## src/rtl/game_state_regs.sv

```systemverilog
// game_state_regs: score/fruit storage, lives tracking with post-hit
// invincibility, and a sequential double-dabble score-to-BCD converter
// for the HUD.
// Optional feature macro: GAME_REGS_HISCORE_EN. When it is defined, the
// block tracks the highest score loaded since Reset. When it is undefined,
// high_score is tied to 0.
module game_state_regs #(
    parameter int SCORE_W      = 10,
    parameter int LIVES_W      = 2,
    parameter int LIVES_INIT   = 3,
    parameter int HIT_COOLDOWN = 50_000_000
) (
    input  logic               Clk,
    input  logic               Reset,
    input  logic               Load_S,
    input  logic [SCORE_W-1:0] score_to_reg,
    input  logic               Load_F,
    input  logic [3:0]         fruits_to_reg,
    input  logic               restart,
    input  logic               lifeDown,
    output logic [SCORE_W-1:0] score_from_reg,
    output logic [3:0]         fruits_from_reg,
    output logic [LIVES_W-1:0] lives,
    output logic               invincible,
    output logic               out_of_lives,
    output logic [15:0]        score_bcd,
    output logic               bcd_valid,
    output logic [SCORE_W-1:0] high_score
);

    localparam int CNT_W  = (HIT_COOLDOWN > 1) ? $clog2(HIT_COOLDOWN) : 1;
    localparam int STEP_W = $clog2(SCORE_W + 1);
    localparam logic [CNT_W-1:0]   CNT_LOAD   = CNT_W'(HIT_COOLDOWN - 1);
    localparam logic [STEP_W-1:0]  STEP_LAST  = STEP_W'(SCORE_W - 1);
    localparam logic [LIVES_W-1:0] LIVES_LOAD = LIVES_W'(LIVES_INIT);

    typedef enum logic [1:0] {L_ALIVE, L_COOL, L_DEAD} lives_state_t;
    typedef enum logic {B_IDLE, B_SHIFT} bcd_state_t;

    // ---------------------------------------------------------------
    // Score and fruit storage
    // ---------------------------------------------------------------
    logic [SCORE_W-1:0] score_q;
    logic [3:0]         fruits_q;

    // Independent load strobes for the score and fruit registers
    always_ff @(posedge Clk or posedge Reset) begin
        if (Reset) begin
            score_q  <= '0;
            fruits_q <= '0;
        end else begin
            if (Load_S) score_q  <= score_to_reg;
            if (Load_F) fruits_q <= fruits_to_reg;
        end
    end

    assign score_from_reg  = score_q;
    assign fruits_from_reg = fruits_q;

    // ---------------------------------------------------------------
    // Lives FSM with hit cooldown
    // ---------------------------------------------------------------
    lives_state_t       lstate_q, lstate_d;
    logic [LIVES_W-1:0] lives_q, lives_d;
    logic [CNT_W-1:0]   cnt_q, cnt_d;
    logic               ool_q, ool_d;
    logic               life_prev_q;
    logic               life_edge;

    // lifeDown is a level; only its rising edge counts as a hit
    assign life_edge = lifeDown & ~life_prev_q;

    // Lives state, counter and edge-detect registers
    always_ff @(posedge Clk or posedge Reset) begin
        if (Reset) begin
            lstate_q    <= L_ALIVE;
            lives_q     <= LIVES_LOAD;
            cnt_q       <= '0;
            ool_q       <= 1'b0;
            life_prev_q <= 1'b0;
        end else begin
            lstate_q    <= lstate_d;
            lives_q     <= lives_d;
            cnt_q       <= cnt_d;
            ool_q       <= ool_d;
            life_prev_q <= lifeDown;
        end
    end

    // Next-state logic: restart wins over a simultaneous hit
    always_comb begin
        lstate_d = lstate_q;
        lives_d  = lives_q;
        cnt_d    = cnt_q;
        ool_d    = ool_q;
        if (restart) begin
            lstate_d = L_ALIVE;
            lives_d  = LIVES_LOAD;
            cnt_d    = '0;
            ool_d    = 1'b0;
        end else begin
            case (lstate_q)
                L_ALIVE: begin
                    if (life_edge) begin
                        if (lives_q <= LIVES_W'(1)) begin
                            // last life gone; clamp at zero
                            lives_d  = '0;
                            lstate_d = L_DEAD;
                            ool_d    = 1'b1;
                        end else begin
                            lives_d  = lives_q - LIVES_W'(1);
                            lstate_d = L_COOL;
                            cnt_d    = CNT_LOAD;
                        end
                    end
                end
                L_COOL: begin
                    if (cnt_q == '0) begin
                        lstate_d = L_ALIVE;
                    end else begin
                        cnt_d = cnt_q - CNT_W'(1);
                    end
                end
                L_DEAD: begin
                    lives_d = '0;
                end
                default: begin
                    lstate_d = L_ALIVE;
                end
            endcase
        end
    end

    assign lives        = lives_q;
    assign invincible   = (lstate_q == L_COOL);
    assign out_of_lives = ool_q;

    // ---------------------------------------------------------------
    // Sequential double-dabble converter
    // ---------------------------------------------------------------
    bcd_state_t         bstate_q, bstate_d;
    logic [SCORE_W-1:0] shreg_q, shreg_d;
    logic [15:0]        acc_q, acc_d;
    logic [STEP_W-1:0]  step_q, step_d;
    logic [15:0]        bcd_q, bcd_d;
    logic               valid_q, valid_d;
    logic [15:0]        acc_adj;
    logic [15:0]        acc_shift;

    // Add 3 to every digit of 5 or more before the shift
    generate
        for (genvar gi = 0; gi < 4; gi++) begin : g_dabble
            assign acc_adj[gi*4 +: 4] = (acc_q[gi*4 +: 4] >= 4'd5) ?
                                        (acc_q[gi*4 +: 4] + 4'd3) :
                                        acc_q[gi*4 +: 4];
        end
    endgenerate

    assign acc_shift = {acc_adj[14:0], shreg_q[SCORE_W-1]};

    // Converter state and result registers
    always_ff @(posedge Clk or posedge Reset) begin
        if (Reset) begin
            bstate_q <= B_IDLE;
            shreg_q  <= '0;
            acc_q    <= '0;
            step_q   <= '0;
            bcd_q    <= 16'h0000;
            valid_q  <= 1'b1;
        end else begin
            bstate_q <= bstate_d;
            shreg_q  <= shreg_d;
            acc_q    <= acc_d;
            step_q   <= step_d;
            bcd_q    <= bcd_d;
            valid_q  <= valid_d;
        end
    end

    // A new Load_S always restarts the conversion; the result is published
    // only on the final shift, so an aborted run never shows as valid
    always_comb begin
        bstate_d = bstate_q;
        shreg_d  = shreg_q;
        acc_d    = acc_q;
        step_d   = step_q;
        bcd_d    = bcd_q;
        valid_d  = valid_q;
        if (Load_S) begin
            shreg_d  = score_to_reg;
            acc_d    = '0;
            step_d   = '0;
            valid_d  = 1'b0;
            bstate_d = B_SHIFT;
        end else if (bstate_q == B_SHIFT) begin
            acc_d   = acc_shift;
            shreg_d = {shreg_q[SCORE_W-2:0], 1'b0};
            step_d  = step_q + STEP_W'(1);
            if (step_q == STEP_LAST) begin
                bcd_d    = acc_shift;
                valid_d  = 1'b1;
                bstate_d = B_IDLE;
            end
        end
    end

    assign score_bcd = bcd_q;
    assign bcd_valid = valid_q;

    // ---------------------------------------------------------------
    // High score
    // ---------------------------------------------------------------
`ifdef GAME_REGS_HISCORE_EN
    logic [SCORE_W-1:0] hs_q;

    // Keep the largest score loaded since Reset; restart leaves it alone
    always_ff @(posedge Clk or posedge Reset) begin
        if (Reset) begin
            hs_q <= '0;
        end else if (Load_S && (score_to_reg > hs_q)) begin
            hs_q <= score_to_reg;
        end
    end

    assign high_score = hs_q;
`else
    assign high_score = '0;
`endif

endmodule
```

## config.mk

```make
export PLATFORM = sky130hd
export DESIGN_NAME = game_state_regs
export DESIGN_NICKNAME = d
export VERILOG_FILES = /design/src/rtl/game_state_regs.sv
export SDC_FILE = /design/constraint.sdc
export NUM_CORES = 1
export LEC_CHECK = 0
export CAP_MARGIN = 20
export CORE_MARGIN = 2
export CORE_UTILIZATION = 47
export DETAILED_ROUTE_END_ITERATION = 8
export HOLD_SLACK_MARGIN = 0.02
export PLACE_DENSITY = 0.79
export SETUP_SLACK_MARGIN = 0.15
export SLEW_MARGIN = 10
export SYNTH_ARGS = -nofsm -noshare
export SYNTH_HDL_FRONTEND = slang
export SYNTH_SLANG_ARGS = --single-unit
```

## constraint.sdc

```tcl
create_clock -name Clk -period 3.22 [get_ports Clk]
set_input_delay 0.483 -clock Clk [delete_from_list [all_inputs] [get_ports Clk]]
set_output_delay 0.483 -clock Clk [all_outputs]
set_load 0.005 [all_outputs]
```

==> metrics.md <==
| Metric | Value |
|---|---|
| CTS Root Cell | clkbuf_8 |
| Family with the most delay on the worst path | simple AND/OR/NAND/NOR gates |
| Via count | 3,683 |
| Wirelength per Cell | 14.8 um |
| Syn Inst Count | roughly 500 |
| CTS tree | yes |
| Top cell type's share of synthesized area | 0.478 |
| Top-count cell post-synth | dfrtp_1 |
| Clk sinks | 94 |
| Final hold violations | 0 |
| Vias in the first global route | approximately 3,600 |
| Syn avg cell area | between 9 and 10 sq um |
| DRT iter0 DRCs | approximately 170 |
| Max reg flops | 26 |
| Most frequently used flop master after synthesis | dfrtp_1 |
| Nets | 563 |
| PD cells | 477 nW/um^2 |
| RSZ-0062 raised after global routing | no |
| Antenna Nets Post-Route | 0 |
| CP startpoint kind | flop |
| Ports | 65 |
| Longest Clk Path Bufs | 2 |
| Crit path largest cell delay | slightly below 0.6 ns |
| H-tree depth | 3 |
| Largest net degree at the start of global routing | 51 |
| Max Slew Vio Count | 0 |
| Final Cell Area | around 5600 sq um |
| LEAKAGE | 0.00263 uW |
| Syn-to-layout area delta | 17.5% |
| Crit path time final | between 2 and 3 ns |
| Std-Cell Rows | 36 |
| Vias/cell | approximately 5.5 |
| CP cell instances | inv_1 > ha_1 > or4b_4 > or4_4 > o21a_4 > or2_1 > a311oi_1 |
| Core ar. | 9820 sq um |
| Tcrit/Tclk final | 0.899 |
| Area post-placement | ~5400 sq um |
| First-pass GRT wire length | approximately 17 mm |
| Max-cap violations | 0 |
| Post-synth EDFFs | 0 |
| Buf/Inv on CP | 1 |
| Worst Tran Pin Value | approximately 0.93 ns |
| Starting density of the core | 0.485 |
| Seq/Total Area, Yosys | 0.494 |
| Required @ worst endpoint | roughly 3.5 ns |
| Yosys reg bits | between 90 and 100 |
| CP Class | flop to flop |
| Largest Register | cnt_q |
| Worst-path clk slew | ~0.090 ns |
| Setup crit end kind | flop |
| Peak VDD IR | between 0.2 and 0.25 mV |
| Sum Neg Setup Slack | 0 ns |
| Layout cell share with drive strength beyond 1 | 0.0970 |
| Ant diodes | 0 |
| Largest cells by area after synthesis | dfrtp_1 (48%), mux2i_1 (4.8%), o21ai_0 (4.0%) |
| Status | finished, final reports clean |
| GPL Wtd Cong | about 0.91 |
| Min-Delay Path Class | flop to flop |
| Total global-route track usage | 0.190 |
| DR pass1 iterations | 4 |
| DR DRC count | 0 |
| Synth Warn # | 0 |
| Critical path data arrival time | between 3 and 4 ns |
| Worst Skew | between 0.009 and 0.01 ns |
| DP Wirelength | between 6 and 7 mm |
| FFs w/ async S/R, synth | 1.00 |
| Post-cts hold buffer count | 0 |
| Slew Limit Headroom | 0.372 |
| Die Area | 11,000 sq um |
| Filler cell count in the final layout | 865 |
| Worst path slowest cell | or4_4 |
| Die Width | 105 um |
| Max frequency | approximately 350 MHz |
| Initial antenna violation count | 0 |
| CTS buffer count | 9 |
| Dominant cell type by area after synthesis | dfrtp_1 |
| Total gr overflow | 0 |
| Synth cell count leaders | dfrtp_1 (91), nor2_1 (48), o21ai_0 (38) |
| Synthesized area | between 4000 and 5000 sq um |
| Max FO, Critical Path | 17 |
| Die Span Y | 105 um |
| WL final | between 9 and 10 mm |
| Setup violations, final | 0 |
| Port bufs | between 50 and 60 |
| Clock Latency Late Sink | ~0.37 ns |
| Synth unique cells | 53 |
## worst paths after layout
| kind | from | end | slack [ns] | cells after the start |
|---|---|---|---|---|
| min in group asynchronous | Reset | score_from_reg[8] | 0.56 | 2 |
| hold reg to reg | out_of_lives | out_of_lives | 0.51 | 2 |
| hold / removal | out_of_lives | out_of_lives | 0.51 | 2 |
| setup reg to reg | cnt_q[0] | cnt_q[1] | 0.33 | 7 |
| max in group asynchronous | Reset | lives[1] | 1.97 | 3 |
| setup / recovery | cnt_q[0] | cnt_q[1] | 0.33 | 7 |
## cells in the final DEF (no fill, tap or decap), types with 12 or more instances in the layout
cell type,Yosys,layout
a21oi_1,32,32
clkdlybuf4s50_1,0,54
dfrtp_1,91,91
inv_1,33,32
mux2_2,12,12
mux2i_1,23,23
nand2_1,23,23
nor2_1,48,48
nor3_1,14,14
o21ai_0,38,38
## worst reg2reg max path, delay by kind of cell (launching register included)
kind	cells	cell delay (ns)
buffers and inverters	1	0.08
AO/OA/AOI/OAI	2	0.63
flip-flops	1	0.42
AND/OR/NAND/NOR	3	1.46
adder cells (fa/ha/maj)	1	0.20
## metrics by stage
step            util  hold WS, ns  worst slack [ns]  total power (uW)  instances
2_1_floorplan      -        0.482             0.293              1720        496
3_3_place_gp   0.550        0.491             0.415              1870        654
3_5_place_dp   0.550        0.488             0.280              1890        654
4_1_cts        0.570        0.520             0.269              2690        669
5_1_grt        0.570        0.532             0.165              2820        669
6_report       0.570        0.510             0.326              2670        669
## where the power goes
group | switching, uW | internal, uW
logic | 279 | 241
registers | 83.6 | 1280
clock network | 416 | 377
## kinds of logic (layout without fill, tap and decap cells)
group	after synthesis	count (layout)	share of synthesized area
adders and majority gates	11	11	0.0289
buffers and inverters	72	112	0.0680
and+or+nand+nor	149	149	0.162
other	1	10	0.000787
AOI/OAI and AO/OA	113	113	0.147
xor gates and xnor gates	12	12	0.0221
muxes	35	35	0.0767
DFF	94	94	0.494
## routing by layer
| metal | wire, um | track usage | share of wire |
|---|---|---|---|
| met3 | 495 | 0.0306 | 0.050 |
| met1 | 4240 | 0.246 | 0.43 |
| met5 | 0 | 0 | 0 |
| met2 | 4930 | 0.316 | 0.50 |
| met4 | 227 | 0.0876 | 0.023 |
## layout make-up
cell class / instances / area (sq um) / area share
Clock buffer: 10 / 138 / 0.0246
Clock inverter: 5 / 60.1 / 0.0107
Inverter: 33 / 125 / 0.0223
Multi-Input combinational cell: 330 / 2130 / 0.380
Sequential cell: 94 / 2360 / 0.421
Tap cell: 133 / 166 / 0.0297
Timing Repair Buffer: 64 / 628 / 0.112
## timing repair
action,in CTS,in global routing
gates resized for setup,0,1
setup endpoints to repair,0,1
buffers inserted,0,0
(Power assumes the default switching activity.)
